[src/rtl/op_decode_stage.sv]
// op_decode_stage: 9-bit ALU instruction decoder with valid/ready in/out and a 1-entry skid register.
// Defining OP_DECODE_STATS_EN adds saturating alu_cnt/bit_cnt hand-off counters.
module op_decode_stage #(
  parameter int INST_W = 9,
  parameter int CNT_W  = 16
) (
  input  logic              Clk,
  input  logic              Reset,
  input  logic              in_valid,
  output logic              in_ready,
  input  logic [INST_W-1:0] inst,
  output logic              out_valid,
  input  logic              out_ready,
  output logic [3:0]        op,
  output logic [2:0]        ra,
  output logic [1:0]        rb,
  output logic              reg_write,
  output logic              reads_a,
  output logic              is_bit_op,
  output logic              bit_dir,
  output logic [1:0]        bit_sel
`ifdef OP_DECODE_STATS_EN
  ,
  output logic [CNT_W-1:0]  alu_cnt,
  output logic [CNT_W-1:0]  bit_cnt
`endif
);
  localparam logic [3:0] OP_CLR = 4'd6;

  logic              skid_full_q, skid_full_d;
  logic [INST_W-1:0] skid_inst_q, skid_inst_d;
  logic              out_valid_q, out_valid_d;
  logic [3:0]        op_q, op_d;
  logic [2:0]        ra_q, ra_d;
  logic [1:0]        rb_q, rb_d;
  logic              reg_write_q, reg_write_d;
  logic              reads_a_q, reads_a_d;
  logic              is_bit_op_q, is_bit_op_d;
  logic              bit_dir_q, bit_dir_d;
  logic [1:0]        bit_sel_q, bit_sel_d;

  logic              accept, handoff, load, load_new;
  logic [INST_W-1:0] src;
  logic [3:0]        src_op;

  always_comb begin
    accept      = in_valid && !skid_full_q;
    handoff     = out_valid_q && out_ready;
    load        = !out_valid_q || out_ready;
    load_new    = load && (skid_full_q || accept);
    // The skid word is always older than anything arriving this cycle.
    src         = skid_full_q ? skid_inst_q : inst;
    src_op      = src[INST_W-1 -: 4];
    out_valid_d = load ? (skid_full_q || accept) : out_valid_q;
    skid_full_d = skid_full_q ? !load : (accept && !load);
    skid_inst_d = (!skid_full_q && accept && !load) ? inst : skid_inst_q;
    op_d        = load_new ? src_op : op_q;
    ra_d        = load_new ? src[4:2] : ra_q;
    rb_d        = load_new ? src[1:0] : rb_q;
    reg_write_d = load_new ? 1'b1 : reg_write_q;
    reads_a_d   = load_new ? (src_op != OP_CLR) : reads_a_q;
    is_bit_op_d = load_new ? src_op[3] : is_bit_op_q;
    bit_dir_d   = load_new ? (src_op[3] & src_op[2]) : bit_dir_q;
    bit_sel_d   = load_new ? (src_op[3] ? src_op[1:0] : 2'd0) : bit_sel_q;
  end

  always_ff @(posedge Clk) begin
    if (Reset) begin
      skid_full_q <= 1'b0;
      skid_inst_q <= '0;
      out_valid_q <= 1'b0;
      op_q        <= '0;
      ra_q        <= '0;
      rb_q        <= '0;
      reg_write_q <= 1'b0;
      reads_a_q   <= 1'b0;
      is_bit_op_q <= 1'b0;
      bit_dir_q   <= 1'b0;
      bit_sel_q   <= '0;
    end else begin
      skid_full_q <= skid_full_d;
      skid_inst_q <= skid_inst_d;
      out_valid_q <= out_valid_d;
      op_q        <= op_d;
      ra_q        <= ra_d;
      rb_q        <= rb_d;
      reg_write_q <= reg_write_d;
      reads_a_q   <= reads_a_d;
      is_bit_op_q <= is_bit_op_d;
      bit_dir_q   <= bit_dir_d;
      bit_sel_q   <= bit_sel_d;
    end
  end

  assign in_ready  = !skid_full_q;
  assign out_valid = out_valid_q;
  assign op        = op_q;
  assign ra        = ra_q;
  assign rb        = rb_q;
  assign reg_write = reg_write_q;
  assign reads_a   = reads_a_q;
  assign is_bit_op = is_bit_op_q;
  assign bit_dir   = bit_dir_q;
  assign bit_sel   = bit_sel_q;

`ifdef OP_DECODE_STATS_EN
  logic [CNT_W-1:0] alu_cnt_q, alu_cnt_d, bit_cnt_q, bit_cnt_d;

  always_comb begin
    alu_cnt_d = (handoff && !op_q[3] && !(&alu_cnt_q)) ? alu_cnt_q + CNT_W'(1) : alu_cnt_q;
    bit_cnt_d = (handoff &&  op_q[3] && !(&bit_cnt_q)) ? bit_cnt_q + CNT_W'(1) : bit_cnt_q;
  end

  always_ff @(posedge Clk) begin
    if (Reset) begin
      alu_cnt_q <= '0;
      bit_cnt_q <= '0;
    end else begin
      alu_cnt_q <= alu_cnt_d;
      bit_cnt_q <= bit_cnt_d;
    end
  end

  assign alu_cnt = alu_cnt_q;
  assign bit_cnt = bit_cnt_q;
`else
  logic unused_handoff;
  assign unused_handoff = handoff;
`endif
endmodule

[config.mk]
export PLATFORM = sky130hd
export DESIGN_NAME = op_decode_stage
export DESIGN_NICKNAME = d
export VERILOG_FILES = /design/src/rtl/op_decode_stage.sv
export SDC_FILE = /design/constraint.sdc
export NUM_CORES = 1
export LEC_CHECK = 0
export ABC_CLOCK_PERIOD_IN_PS = 1300
export BUFFER_PORTS_ARGS = -buffer_cell sky130_fd_sc_hd__buf_4
export CORE_MARGIN = 4
export CORE_UTILIZATION = 38
export DETAILED_ROUTE_END_ITERATION = 10
export GPL_TIMING_DRIVEN = 0
export PLACE_DENSITY_LB_ADDON = 0.05
export SETUP_SLACK_MARGIN = 0.15
export SYNTH_ARGS = -nofsm -noshare
export SYNTH_HDL_FRONTEND = slang
export SYNTH_SLANG_ARGS = --single-unit
[constraint.sdc]
create_clock -name Clk -period 1.3 [get_ports Clk]
set_input_delay 0.13 -clock Clk [delete_from_list [all_inputs] [get_ports Clk]]
set_output_delay 0.13 -clock Clk [all_outputs]
set_load 0.005 [all_outputs]
; Yosys cells after proc, flatten, opt, wreduce, memory -nomap -nowiden
; Cells that the tools add are included.
[word_totals]
wordCells = 26
ff_bits = 26
[classes]
reduce_logical = 10
bitwise = 1
mux = 3
n_eq_ne = 1
[op_table]
columns = op, count
row1 = 9-bit 2-to-1 mux, 1
row2 = 1-bit logical AND, 5
row3 = "4-bit by 3-bit inequality test with 1-bit output, second input constant", 1
row4 = 1-bit logical NOT, 3
row5 = 1-bit logical OR, 2
row6 = 2-bit 2-to-1 mux, 1
row7 = 1-bit AND, 1
row8 = 1-bit 2-to-1 mux, 1

; Depth between registers and ports, before layout
; Gate-level depths: netlist of the first run.
[depth]
word_depth = 5
depth_mapped = 5
depth_no_buf = 3

; Worst setup path after synthesis of the first run
; Ideal clock, no wire load.
[synth_timing]
kind = register to register
from = register skid_full_q
to = register reads_a_q, in the netlist reads_a
setup_time_ns = 0.138
required_time_ns = 1.162
period_less_slack_ns = 1.111
path_stages_with_launch = 6
arrival_ns = 0.973
slack_ns = 0.189
cell_sequence = dfxtp_1 buf_6 or2_1 buf_6 a21oi_2 a311oi_2
[synth_via]
elab_chain_len = 4
word_cells_on_any_way = 6
classes_between = eq/ne: 1 / mux: 1 / reduce/logical: 4
[synth_lines]
columns = element, line
row1 = "start, declared", 30  ; logic skid_full_q, skid_full_d;
row2 = "start signal, assigned", 81  ; skid_full_q <= skid_full_d;
row3 = "parallel branches: the longest is 4 deep, another holds 9-bit 2-to-1 mux", --
row4 = "end signal, assigned", 88  ; reads_a_q <= reads_a_d;
row5 = "end, declared", 37  ; logic reads_a_q, reads_a_d;
; Several ways; the timed one is not identified.
; A chain may end at the register's enable or synchronous reset.

; Worst setup path after layout of the first run
[layout_timing]
from = register skid_full_q
to = register ra_q[2], in the netlist ra[2]
[layout_via]
elab_chain_len = 4
word_cells_on_any_way = 5
classes_between = mux: 1 / reduce/logical: 4
[layout_lines]
columns = element, line
row1 = 1-bit logical NOT, 47  ; accept = in_valid && !skid_full_q;
row2 = 1-bit logical AND, 47
row3 = 1-bit logical OR, 50  ; load_new = load && (skid_full_q || accept);
row4 = 1-bit logical AND, 50
row5 = "end signal, assigned", 85  ; ra_q <= ra_d;
row6 = "end, declared", 34  ; logic [2:0] ra_q, ra_d;
; Parallel ways exist; a longest one is shown, timed or not.

==> results of run 1 <==
==> layer usage <==
metal  track usage [%]  up-vias  wire [um]
li1                  -      481          -
met1             18.63      448       1297
met2             22.95       26       1386
met3             2.664        4        121
met4             5.660        0         28
met5                 0        -          0
==> report_power, final <==
group	internal, mW	total, mW	switching [mW]
Clock	0.120	0.352	0.232
Sequential	0.809	0.837	0.0282
Combinational	0.161	0.308	0.147
Total	1.09	1.50	0.407
==> state kept, by name (all words and copies together), names as in the netlist <==
signal / flops
reg_write: 1
out_valid: 1
ra: 3
bit_dir: 1
reads_a: 1
op: 4
bit_sel: 2
skid_full_q: 1
rb: 2
skid_inst_q: 9
==> repair_timing <==
| action | CTS | global route |
|---|---|---|
| hold buffers | 0 | 0 |
| setup buffers | 3 | 0 |
| gates resized for setup | 10 | 14 |
| cloned | 0 | 1 |
| endpoints found under the setup margin | 21 | 23 |
| pin swaps | 0 | 6 |
==> cells in the final DEF, fill, tap and decap left out, drive strengths merged, types with 2 or more instances in the layout <==
cell type   n
nand2b      5
a211oi      8
clkbuf      5
mux2i       8
nor3        2
nor2        3
o21ai       2
nand2      19
dfxtp      25
nand3b      2
buf        42
a21oi      21
o32ai       3
==> worst reg2reg max path, stage by stage (launching register included) <==
cell and delay, ns:
dfxtp_2 0.35, buf_6 0.13, buf_12 0.13, buf_4 0.15, mux2i_2 0.25, a211oi_2 0.09
==> final cells by class <==
| type | instances | area share, % |
|---|---|---|
| buffer | 11 | 6.516 |
| clock buffer | 4 | 1.689 |
| inverter | 1 | 0.2414 |
| multi-input combinational | 79 | 40.87 |
| sequential | 25 | 32.26 |
| tap | 31 | 2.494 |
| timing repair buffer | 32 | 15.93 |
==> per-stage QoR <==
step	util, %	instance area (um2)	power [mW]
3_3_place_gp	50.04	1428	1.136
6_report	54.52	1555	1.497
5_1_grt	54.52	1555	1.576
2_1_floorplan	-	1179	1.018
4_1_cts	52.98	1511	1.498
3_5_place_dp	50.04	1428	1.142
==> worst min path at each step <==
stage / endpoint / slack [ns] / cells past startpoint
2_1_floorplan: skid_inst_q[0] / 0.27 / 2
3_3_place_gp: skid_inst_q[2] / 0.39 / 3
3_5_place_dp: skid_inst_q[0] / 0.40 / 3
4_1_cts: skid_inst_q[0] / 0.05 / 3
5_1_grt: skid_inst_q[3] / 0.04 / 3
6_report: skid_inst_q[0] / 0.05 / 3
==> synth_stat cells, drive strengths merged <==
cell type	number	area, um2
a311oi	1	15.01
dfxtp	25	500.5
a21o	1	7.510
a211oi	8	100.1
o21ai	2	10.01
and4bb	1	12.51
nand2b	5	31.28
nor3	2	10.01
buf	9	78.81
nand2	19	71.32
inv	1	3.750
or2	1	6.260
a21oi	21	138.9
mux2i	8	87.59
clkbuf	2	8.750
o32ai	3	48.80
nor2	3	13.77
nand4bb	1	11.26
and2b	1	7.510
nand3b	2	15.01
==> cell families (layout without fill, tap and decap cells) <==
logic type	count (synthesis)	count (layout)	share of synthesized area (%)
and+or+nand+nor	35	35	15.18
muxes	8	8	7.432
DFF	25	25	42.46
buffers and inverters	12	48	7.747
AOI/OAI and AO/OA	36	36	27.18
==> results.cfg, run 1 <==
[outcome]
status = finished, final reports clean

[timing]
fin_skew_ns = 0.002868
finalHoldViolCount = 0
min_period_ns = 1.190
holdWs_ns = 0.05498
fin_setup_tns_ns = 0
tightest_slew_ns = 0.5448
worst_slack_ns = 0.1100
setup_viol = 0
slew_headroom_pct = 63.68
period_share_pct = 91.54
drv_slew = 0
rsz0062_at_grt = yes
fmax_mhz = 840.4

[layout]
diodes = 0
fin_nets = 166
multiInputGateArea_um2 = 635.6
drive_above_1_share_pct = 53.29
area_growth_pct = 31.95
fill_cells = 269
fin_cells = 183
ff_latch_area_um2 = 501.7

[detailed_routing]
drt_wl_total_um = 2833
viasPerCell = 5.240
drc_errors = 0
postRouteAntennaNets = 0
first_iter_violations = 44
wl_per_cell_um = 15.48
drt_pass1_iterations = 4
route.vias.total = 959

[clocking]
clock_sinks = 25
cts.htree.levels = 1
clk_latency_ns = 0.31
cts_tree = yes
cts_root_buf = clkbuf_4
cts_buffer_depth = 2
cts_buffers = 3
clk_pin_slew_ns = 0.14

[pwr]
powerDensity_mw_per_mm2 = 962.3
power_leakage_nw = 0.6000
vdd_drop_max_mv = 0.6320

[critical_path]
path_delay_family = buffers and inverters
max_stage_delay_ns = 0.35
cp.buffers_inverters = 3
r2r-end = ra[2]
cp-end-kind = register
cp.depth = 5
setup.worst_path.class = reg -> reg
r2r_cells = 5
crit_chain = buf_6 -> buf_12 -> buf_4 -> mux2i_2 -> a211oi_2
critPathMaxFanout = 8
cp_slowest_cell = dfxtp_2
crit_path_start = skid_full_q
regToRegSetupSlack_ns = 0.11
critPathLaunchType = register
cp_data_arrival_time_ns = 1.40
crit_required_ns = 1.51
critPathCapture = ra[2]
timing.rr.start = skid_full_q

[job]
cap_viol_max_count = 0

[logic_synthesis]
syn_avg_cell_area_um2 = 10.16
ys_seq_elements = 25
synth_nets = 129
syn_inst = 116
yosysUniqueCellTypes = 27
syn_area_mm2 = 0.001179
seq_area_frac_synth_pct = 42.46
yosysWarnings = 0

[die]
rows = 19
initial_utilization_pct = 41.32
core_mm2 = 0.002853
die_x_um = 63.69
die_y_um = 63.69
die_area_mm2 = 0.004056
ios = 30

[worst_hold_path]
hp-class = in -> reg
hold_start = inst[0]

[global_routing]
grt_pass1_wl_um = 4560
grt_usage_pct = 14.24
grt_pass1_vias = 943
grt_max_degree = 14
grt-ovfl-total = 0
grt_antenna_before_repair = 0

[placed_design]
dp.cells = 175
io_buffers = 28
place_congestion = 0.7904
place_worst_setup_slack_ns = -0.004517
dpl.hpwl_um = 1921
(Power assumes the default switching activity.)
==> inputs of run 2 (changes only) <==
--- a/config.mk
+++ b/config.mk
@@ -7,6 +7,8 @@
 export LEC_CHECK = 0
 export ABC_CLOCK_PERIOD_IN_PS = 1300
 export BUFFER_PORTS_ARGS = -buffer_cell sky130_fd_sc_hd__buf_4
+export CELL_PAD_IN_SITES_DETAIL_PLACEMENT = 1
+export CELL_PAD_IN_SITES_GLOBAL_PLACEMENT = 1
 export CORE_MARGIN = 4
 export CORE_UTILIZATION = 38
 export DETAILED_ROUTE_END_ITERATION = 10
==> run 2 against run 1 <==
Design area increased by 3.5%; hold slack got worse by 0.010 ns; largest power group unchanged; non-clock buffer count decreased by 2; critical path type unchanged; total power increased by 1.9%; sequential power about the same; critical endpoint is now reg_write; maximum frequency decreased by 2.5%; worst setup slack got worse by 0.031 ns; core utilization increased by 1.9 points; critical path depth unchanged; register-to-register slack got worse by 0.03 ns.
==> results.cfg, run 2 (same netlist as run 1, synthesis figures left out) <==
[outcome]
status = finished, final reports clean

[clocking]
clk_pin_slew_ns = 0.15
cts_hold_buf = 0
cts_buffer_depth = 2
cts_buffers = 3
cts.htree.levels = 1
clock_sinks = 25
cts_root_buf = clkbuf_4
cts_tree = yes
clk_latency_ns = 0.32

[die]
core_mm2 = 0.002853
rows = 19
ios = 30
initial_utilization_pct = 41.32
die_x_um = 63.69
die_area_mm2 = 0.004056
die_y_um = 63.69

[timing]
fmax_mhz = 819.3
fin_skew_ns = 0.01505
worst_slack_ns = 0.07941
fin_setup_tns_ns = 0
holdWs_ns = 0.04468
drv_slew = 0
rsz0062_at_grt = yes
period_share_pct = 93.89
setup_viol = 0
finalHoldViolCount = 0
tightest_slew_ns = 0.6025
slew_headroom_pct = 59.83
min_period_ns = 1.221

[layout]
multiInputGateArea_um2 = 700.7
layout_commonest_cell = buf_4
diodes = 0
ff_latch_area_um2 = 503.0
most-common-layout-cells = buf_4, dfxtp_1, nand2_1
fin_nets = 164
drive_above_1_share_pct = 54.67
area_growth_pct = 36.62
largest_register = skid_inst_q
fill_cells = 311
largest_reg_flops = 9

[critical_path]
cp.depth = 5
cp_data_arrival_time_ns = 1.41
crit_required_ns = 1.49
max_stage_delay_ns = 0.35
path_delay_family = flip-flops
cp.buffers_inverters = 2
setup.worst_path.class = reg -> reg
critPathLaunchType = register
r2r_cells = 5
cp_slowest_cell = dfxtp_2
crit_chain = buf_8 -> or2_1 -> buf_6 -> a21oi_1 -> nor2_1
cp-end-kind = register
critPathMaxFanout = 10

[detailed_routing]
drc_errors = 0
drt_wl_total_um = 3047
viasPerCell = 5.436
route.vias.total = 984
wl_per_cell_um = 16.83
drt_pass1_iterations = 4
postRouteAntennaNets = 0
first_iter_violations = 29

[global_routing]
grt-ovfl-total = 0
grt_max_degree = 14
grt_pass1_vias = 1024
grt_usage_pct = 16.00
grt_antenna_before_repair = 0
grt_pass1_wl_um = 5133

[placed_design]
place_worst_setup_slack_ns = -0.01210
place_congestion = 0.7684
dpl.hpwl_um = 2186
io_buffers = 28

[job]
cap_viol_max_count = 0

[worst_hold_path]
hp-class = in -> reg
holdPathStages = 3

[pwr]
fin_total_pwr_mw = 1.525
vdd_drop_max_mv = 0.7016
power_leakage_nw = 0.5964
powerDensity_mw_per_mm2 = 946.9
==> run 2: per-layer routing <==
layer  global-route usage, %  wire (um)  vias up
met5                       0          0        -
met4                   4.043         29        0
met3                   3.552        149        5
met2                   28.55       1572       24
met1                   19.20       1296      477
li1                        -          -      478
==> run 2: final timing paths <==
path             startpoint             end  slack, ns
max reg2reg     skid_full_q       reg_write       0.08
min                 inst[1]  skid_inst_q[1]       0.04
min reg2reg  skid_inst_q[1]  skid_inst_q[1]       0.49
max             skid_full_q       reg_write       0.08
==> run 2: layout make-up <==
| class | instances | share of cell area (%) |
|---|---|---|
| Inverter | 1 | 0.3885 |
| Sequential cell | 25 | 31.24 |
| Tap cell | 31 | 2.409 |
| Timing Repair Buffer | 30 | 14.30 |
| Multi-Input combinational cell | 79 | 43.51 |
| Clock buffer | 4 | 1.632 |
| Buffer | 11 | 6.527 |
==> run 2: metrics by stage <==
stage,cells,instance area (um2),util (%)
floorplan,116,1179,-
global placement,175,1428,50.04
detailed placement,175,1428,50.04
CTS,180,1508,52.85
global route,181,1610,56.45
finish,181,1610,56.45
==> run 2: power by group <==
part / internal, mW / total, mW / switching [mW]
sequential: 0.809 / 0.840 / 0.0314
combinational: 0.170 / 0.329 / 0.159
clock: 0.120 / 0.355 / 0.235
total: 1.10 / 1.52 / 0.425
==> run 2: worst reg2reg max path: stages, from the launching register on <==
cell     delay, ns
dfxtp_2       0.35
buf_8         0.14
or2_1         0.23
buf_6         0.16
a21oi_1       0.15
nor2_1        0.06
==> run 2: repair_timing <==
action / 4_1_cts / 5_1_grt
setup buffers: 1 / 0
gates resized for setup: 13 / 23
setup endpoints to repair: 23 / 23
cloned: 0 / 1
pin swaps: 0 / 7
